`config.mk`:
```
export PLATFORM = sky130hd
export DESIGN_NAME = gf180mcu_fd_sc_mcu7t5v0__demux_reg_flat
export DESIGN_NICKNAME = d
export VERILOG_FILES = /design/src/rtl/gf180mcu_fd_sc_demux_pkg.sv /design/src/rtl/gf180mcu_fd_sc_mcu7t5v0__demux_reg_if.sv /design/src/rtl/gf180mcu_fd_sc_mcu7t5v0__demux_lane.sv /design/src/rtl/gf180mcu_fd_sc_mcu7t5v0__demux_reg.sv /design/src/flat_wrapper.sv
export SDC_FILE = /design/constraint.sdc
export NUM_CORES = 1
export LEC_CHECK = 0
export ABC_CLOCK_PERIOD_IN_PS = 2900
export CORE_AREA = 2 2 68 70
export CTS_BUF_LIST = sky130_fd_sc_hd__clkbuf_2
export CTS_CLUSTER_SIZE = 24
export DETAILED_ROUTE_END_ITERATION = 7
export DIE_AREA = 0 0 70 72
export GPL_ROUTABILITY_DRIVEN = 1
export PLACE_DENSITY = 0.7
export SETUP_SLACK_MARGIN = 0.3
export SYNTH_ARGS = -nofsm -noshare
export SYNTH_HDL_FRONTEND = slang
export SYNTH_SLANG_ARGS = --single-unit
export TNS_END_PERCENT = 5
```
`constraint.sdc`:
```
create_clock -name CLK -period 2.9 [get_ports CLK]
set_input_delay 0.435 -clock CLK [delete_from_list [all_inputs] [get_ports CLK]]
set_output_delay 0.435 -clock CLK [all_outputs]
set_load 0.02 [all_outputs]
```
`src/rtl/gf180mcu_fd_sc_demux_pkg.sv`:
```
// Shared definitions for the registered demultiplexer family.
// Holds the select-width helper, the lane-index type and the lane-count ceiling.
package gf180mcu_fd_sc_demux_pkg;

    localparam int N_OUT_MAX = 16;

    // Bits needed to encode values 0..value-1 (minimum width of a select for value lanes).
    function automatic int clog2(input int value);
        int result;
        int rem;
        result = 0;
        rem    = value - 1;
        while (rem > 0) begin
            result = result + 1;
            rem    = rem >> 1;
        end
        return result;
    endfunction

    typedef logic [clog2(N_OUT_MAX)-1:0] lane_idx_t;

endpackage

```
`src/rtl/gf180mcu_fd_sc_mcu7t5v0__demux_reg_if.sv`:
```
// Producer/consumer bundle of the registered demultiplexer.
// The master side drives the input word and lane readies; the slave side is the demux.
interface gf180mcu_fd_sc_mcu7t5v0__demux_reg_if #(
    parameter int WIDTH = 8,
    parameter int N_OUT = 4,
    parameter int SEL_W = 2
);

    logic [WIDTH-1:0]       I;
    logic                   I_VALID;
    logic                   I_READY;
    logic [SEL_W-1:0]       S;
    logic                   RR_EN;
    logic [N_OUT*WIDTH-1:0] Z;
    logic [N_OUT-1:0]       Z_VALID;
    logic [N_OUT-1:0]       Z_READY;
    logic [SEL_W-1:0]       PTR;
    logic                   SEL_ERR;

    modport master (
        output I, I_VALID, S, RR_EN, Z_READY,
        input  I_READY, Z, Z_VALID, PTR, SEL_ERR
    );

    modport slave (
        input  I, I_VALID, S, RR_EN, Z_READY,
        output I_READY, Z, Z_VALID, PTR, SEL_ERR
    );

endinterface

```
`src/rtl/gf180mcu_fd_sc_mcu7t5v0__demux_lane.sv`:
```
// One output lane: a single-entry word register with its valid flag.
// A load wins over a drain, so a lane can be refilled in the cycle it is emptied.
module gf180mcu_fd_sc_mcu7t5v0__demux_lane #(
    parameter int WIDTH = 8
) (
    input  logic             clk,
    input  logic             rn,
    input  logic             load,
    input  logic [WIDTH-1:0] data_in,
    input  logic             ready,
    output logic [WIDTH-1:0] data_out,
    output logic             valid
);

    always_ff @(posedge clk) begin
        if (!rn) begin
            data_out <= '0;
            valid    <= 1'b0;
        end else if (load) begin
            data_out <= data_in;
            valid    <= 1'b1;
        end else if (valid && ready) begin
            valid    <= 1'b0;
        end
    end

endmodule

```
`src/rtl/gf180mcu_fd_sc_mcu7t5v0__demux_reg.sv`:
```
// Registered 1-to-N demultiplexer with addressed or round-robin lane selection.
// Holds the target decode, the accept logic and the round-robin pointer.
module gf180mcu_fd_sc_mcu7t5v0__demux_reg
    import gf180mcu_fd_sc_demux_pkg::*;
#(
    parameter int WIDTH = 8,
    parameter int N_OUT = 4,
    parameter int SEL_W = clog2(N_OUT)
) (
    input logic CLK,
    input logic RN,
    gf180mcu_fd_sc_mcu7t5v0__demux_reg_if.slave bus
);

    logic [SEL_W-1:0] ptr;
    logic [SEL_W-1:0] tgt;
    logic             sel_err;
    logic             i_ready;
    logic             acc;
    logic [N_OUT-1:0] load;
    logic [N_OUT-1:0] lane_blocked;

    assign tgt     = bus.RR_EN ? ptr : bus.S;
    assign sel_err = !bus.RR_EN && (32'(bus.S) >= 32'(N_OUT));

    // The target is decoded per lane, so an out-of-range S never indexes past the lanes.
    assign i_ready = !sel_err && !(|lane_blocked);
    assign acc     = bus.I_VALID && i_ready;

    assign bus.I_READY = i_ready;
    assign bus.SEL_ERR = sel_err;
    assign bus.PTR     = ptr;

    for (genvar k = 0; k < N_OUT; k++) begin : g_lane
        logic hit;
        assign hit             = (lane_idx_t'(tgt) == lane_idx_t'(k));
        assign lane_blocked[k] = hit && bus.Z_VALID[k] && !bus.Z_READY[k];
        assign load[k]         = hit && acc;

        gf180mcu_fd_sc_mcu7t5v0__demux_lane #(
            .WIDTH (WIDTH)
        ) u_lane (
            .clk      (CLK),
            .rn       (RN),
            .load     (load[k]),
            .data_in  (bus.I),
            .ready    (bus.Z_READY[k]),
            .data_out (bus.Z[k*WIDTH +: WIDTH]),
            .valid    (bus.Z_VALID[k])
        );
    end

    // The pointer only advances on a round-robin accept, so a full lane stalls it in place.
    always_ff @(posedge CLK) begin
        if (!RN) begin
            ptr <= '0;
        end else if (acc && bus.RR_EN) begin
            ptr <= (ptr == SEL_W'(N_OUT - 1)) ? '0 : ptr + SEL_W'(1);
        end
    end

endmodule
```
`src/flat_wrapper.sv`:
```
// flat-port wrapper written by rule: the top's interface ports become plain ports
module gf180mcu_fd_sc_mcu7t5v0__demux_reg_flat import gf180mcu_fd_sc_demux_pkg::*;
#(
    parameter int WIDTH = 8,
    parameter int N_OUT = 4,
    parameter int SEL_W = clog2(N_OUT)
)
  (CLK, RN, bus_I, bus_I_VALID, bus_S, bus_RR_EN, bus_Z_READY, bus_I_READY, bus_Z, bus_Z_VALID, bus_PTR, bus_SEL_ERR);
  gf180mcu_fd_sc_mcu7t5v0__demux_reg_if #(.WIDTH(WIDTH), .N_OUT(N_OUT), .SEL_W(SEL_W)) bus_i ();
  input logic CLK;
  input logic RN;
  input wire logic [$bits(bus_i.I)-1:0] bus_I;
  input wire logic [$bits(bus_i.I_VALID)-1:0] bus_I_VALID;
  input wire logic [$bits(bus_i.S)-1:0] bus_S;
  input wire logic [$bits(bus_i.RR_EN)-1:0] bus_RR_EN;
  input wire logic [$bits(bus_i.Z_READY)-1:0] bus_Z_READY;
  output wire logic [$bits(bus_i.I_READY)-1:0] bus_I_READY;
  output wire logic [$bits(bus_i.Z)-1:0] bus_Z;
  output wire logic [$bits(bus_i.Z_VALID)-1:0] bus_Z_VALID;
  output wire logic [$bits(bus_i.PTR)-1:0] bus_PTR;
  output wire logic [$bits(bus_i.SEL_ERR)-1:0] bus_SEL_ERR;
  assign bus_i.I = bus_I;
  assign bus_i.I_VALID = bus_I_VALID;
  assign bus_i.S = bus_S;
  assign bus_i.RR_EN = bus_RR_EN;
  assign bus_i.Z_READY = bus_Z_READY;
  assign bus_I_READY = bus_i.I_READY;
  assign bus_Z = bus_i.Z;
  assign bus_Z_VALID = bus_i.Z_VALID;
  assign bus_PTR = bus_i.PTR;
  assign bus_SEL_ERR = bus_i.SEL_ERR;
  gf180mcu_fd_sc_mcu7t5v0__demux_reg #(.WIDTH(WIDTH), .N_OUT(N_OUT), .SEL_W(SEL_W)) u_core (.CLK(CLK), .RN(RN), .bus(bus_i));
endmodule
```
==> run_results.csv <==
group,metric,value,unit
global_route,grt.total_usage,15.8,%
final_layout,fin_nets,225,
sta,finalSetupViolations,0,
synthesis,netlist_area,1660,sq um
synthesis,yosys_warnings,0,
route,first_iter_violations,34,
synthesis,postSynthAreaPerCell,10.9,sq um
clocking,post_cts_resized,1,
pwr,comb_power_share,20.1,%
synthesis,synth-seq-cells,38,
die,core,4260,sq um
clocking,h-tree-depth,2,
final_layout,n_fill_cell,387,
die,start_util,39.0,%
sta,finalMaxSlewViolations,0,
global_route,grt_max_degree,27,
min_path,min_to,"u_core.g_lane[0].u_lane.data_out[6]",
final_layout,multiInputGateArea,800,sq um
synthesis,yosysTopAreaCell,"dfxtp_1",
synthesis,ys_seq_area_share,45.7,%
pwr,irDropWorstVdd,246,uV
pwr,clockPowerShare,23.2,%
flow_run,cap_violations,0,
final_layout,ff_latch_area,761,sq um
route,dr_total_vias,1241,
final_layout,fin_area,2260,sq um
die,io_pins,58,
placed_design,dpl.hpwl,2720,um
clocking,clock_path_buffers,2,
clocking,cts-root-buf,"clkbuf_2",
die,die_w,70,um
route,drt-total-wl,3840,um
clocking,clk_latency,0.39,ns
clocking,clk_pin_slew,0.18,ns
pwr,switching_share,28.3,%
critical_path,worstPathArrival,2.07,ns
synthesis,syn_inst,152,
die,die-height,72,um
synthesis,synthDominantCellAreaShare,45.7,%
sta,worst_slack,0.390,ns
sta,tightestPinTransition,0.498,ns
pwr,pwr-share-seq,56.7,%
synthesis,syn-num-nets,171,
die,row_count,24,
final_layout,diodes,0,
critical_path,rrSetupSlack,1.40,ns
final_layout,synthToLayoutAreaGrowth,36.0,%
die,dieArea,5040,sq um
route,wire_per_inst,14.8,um
pwr,switchingPower,0.279,mW
route,viasPerCell,4.79,
final_layout,drive_above_1_share,7.25,%
pwr,power,0.988,mW
critical_path,critPathMaxFanout,5,
route,first_pass_iters,4,
placed_design,place_ws,0.143,ns
placed_design,port_buffers,56,
sta,min_period,2.51,ns
clocking,cts.sinks,38,
critical_path,r2r_cells,5,
outcome,status,"finished clean",
route,drc_errors,0,
global_route,grt_pass1_vias,1239,
placed_design,post_dp_cell_area,2220,sq um
sta,fin_crit_sh,86.5,%
sta,rsz0062_at_grt,"false",
global_route,grt_pass1_wl,6270,um
pwr,p_per_area,437,nW/um^2
pwr,internal-power,0.709,mW
critical_path,worstPathRequired,2.47,ns
placed_design,gp_congestion,0.810,
pwr,leakagePower,0.988,nW
clocking,cts_tree,"done",
sta,slew_headroom,66.7,%
sta,final_hold_viol_count,0,
sta,tns,0,ns
synthesis,ys_types,25,
clocking,cts_buffers,5,
clocking,holdBufCountCts,0,
critical_path,r2r_end,"u_core.g_lane[2].u_lane.data_out[6]",
critical_path,endpoint_kind,"output pin",
sta,timing.fmax,0.398,GHz
critical_path,critPathKind,"in2out",
synthesis,yosys-top-cells-area,"dfxtp_1 (46%), mux2i_1 (22%), nor2b_1 (12%)",
critical_path,cp-start-kind,"input port",
clocking,postCtsSetupBuffers,0,
sta,finClkSkew,0.0169,ns
final_layout,utilization,53.0,%
route,ant_nets,0,
min_path,min_path_cells,2,
global_route,grt_overflow,0,
min_path,holdCritPathClass,"reg2reg",
global_route,antenna_found_initial,0,
critical_path,r2r-start,"u_core.bus.PTR[1]",
min_path,worstHoldStart,"u_core.g_lane[0].u_lane.data_out[6]",
==> metrics by stage <==
step / hold WS, ns / instances
2_1_floorplan: 0.510 / 152
3_3_place_gp: 0.498 / 251
5_1_grt: 0.567 / 259
4_1_cts: 0.546 / 259
6_report: 0.538 / 259
3_5_place_dp: 0.508 / 251
==> state kept, by name, indices dropped and copies added, names as in the netlist <==
name	flops
u_core.bus.PTR	2
u_core.g_lane.u_lane.data_out	32
u_core.g_lane.u_lane.valid	4
==> how the worst max path moves through the flow <==
stage | slack [ns] | end | start
3_3_place_gp | 0.17 | bus_I_READY | bus_RR_EN
5_1_grt | 0.33 | bus_I_READY | bus_RR_EN
2_1_floorplan | 1.08 | bus_I_READY | bus_RR_EN
3_5_place_dp | 0.14 | bus_I_READY | bus_RR_EN
6_report | 0.39 | bus_I_READY | bus_RR_EN
4_1_cts | 0.40 | bus_I_READY | bus_RR_EN
==> area by class of cell <==
cell class | count | share of cell area [%]
multi-input combinational | 100 | 35.4
timing repair buffer | 61 | 26.4
clock buffer | 6 | 1.33
clock inverter | 2 | 0.387
tap | 52 | 2.88
sequential | 38 | 33.6
==> routing by layer <==
metal	up-vias	GRT usage, %	wire [um]
met5	-	0	0
met4	0	5.77	51
met3	5	5.42	320
met2	44	25.3	1720
met1	565	19.9	1750
li1	627	-	-
==> power by group through the flow <==
stage                     Sequential (mW)  Clock, mW  Combinational (mW)
after CTS                           0.561      0.238               0.201
after floorplan                     0.592          0              0.0920
after detailed placement            0.571          0               0.200
after global placement              0.570          0               0.195
final                               0.560      0.229               0.199
after global routing                0.564      0.264               0.213
==> critical path: stages <==
cell and delay, ns:
clkdlybuf4s50_1 0.61, mux2_4 0.37, mux2i_1 0.23, mux2i_1 0.10
dlygate4sd2_1 0.33
==> cells in the final DEF, fill, tap and decap left out <==
| cell type | n |
|---|---|
| dlygate4sd2_1 | 1 |
| nand2b_1 | 4 |
| o311ai_0 | 1 |
| clkinv_1 | 1 |
| nand3_1 | 1 |
| nor3b_1 | 2 |
| ha_1 | 1 |
| clkinv_2 | 1 |
| buf_4 | 5 |
| mux2_4 | 1 |
| mux2_2 | 1 |
| nand2_1 | 3 |
| a21oi_1 | 1 |
| o211ai_1 | 1 |
| nand4_1 | 4 |
| a31o_1 | 1 |
| a21boi_0 | 4 |
| clkdlybuf4s50_1 | 55 |
| a311oi_2 | 1 |
| clkbuf_2 | 6 |
| nor4bb_1 | 1 |
| nor2b_1 | 33 |
| dfxtp_1 | 38 |
| mux2i_1 | 37 |
| and3b_1 | 1 |
| conb_1 | 1 |
| o21ai_0 | 1 |
==> cell usage after synthesis <==
cell,instances
a31o_1,1
o211ai_1,1
buf_6,4
and3b_1,1
ha_1,1
dfxtp_1,38
o21ai_0,1
mux2_4,1
nand2b_1,4
a21boi_0,4
o311ai_0,1
mux2_2,1
nand3_1,1
nor2b_1,33
a21oi_1,1
nand4_1,4
nand2_1,3
nor4bb_1,1
buf_4,5
clkbuf_1,4
buf_2,1
conb_1,1
a311oi_2,1
nor3b_1,2
mux2i_1,37
==> cell families (layout without fill, tap and decap cells) <==
group | count (synthesis) | count (layout) | share of synthesized area (%)
muxes | 39 | 39 | 23.9
adders and majority gates | 1 | 1 | 0.752
AOI/OAI and AO/OA | 10 | 10 | 4.82
buffers and inverters | 14 | 69 | 6.17
and+or+nand+nor | 49 | 49 | 18.4
DFF | 38 | 38 | 45.7
other | 1 | 1 | 0.226
Power figures use the tool's default switching activity.
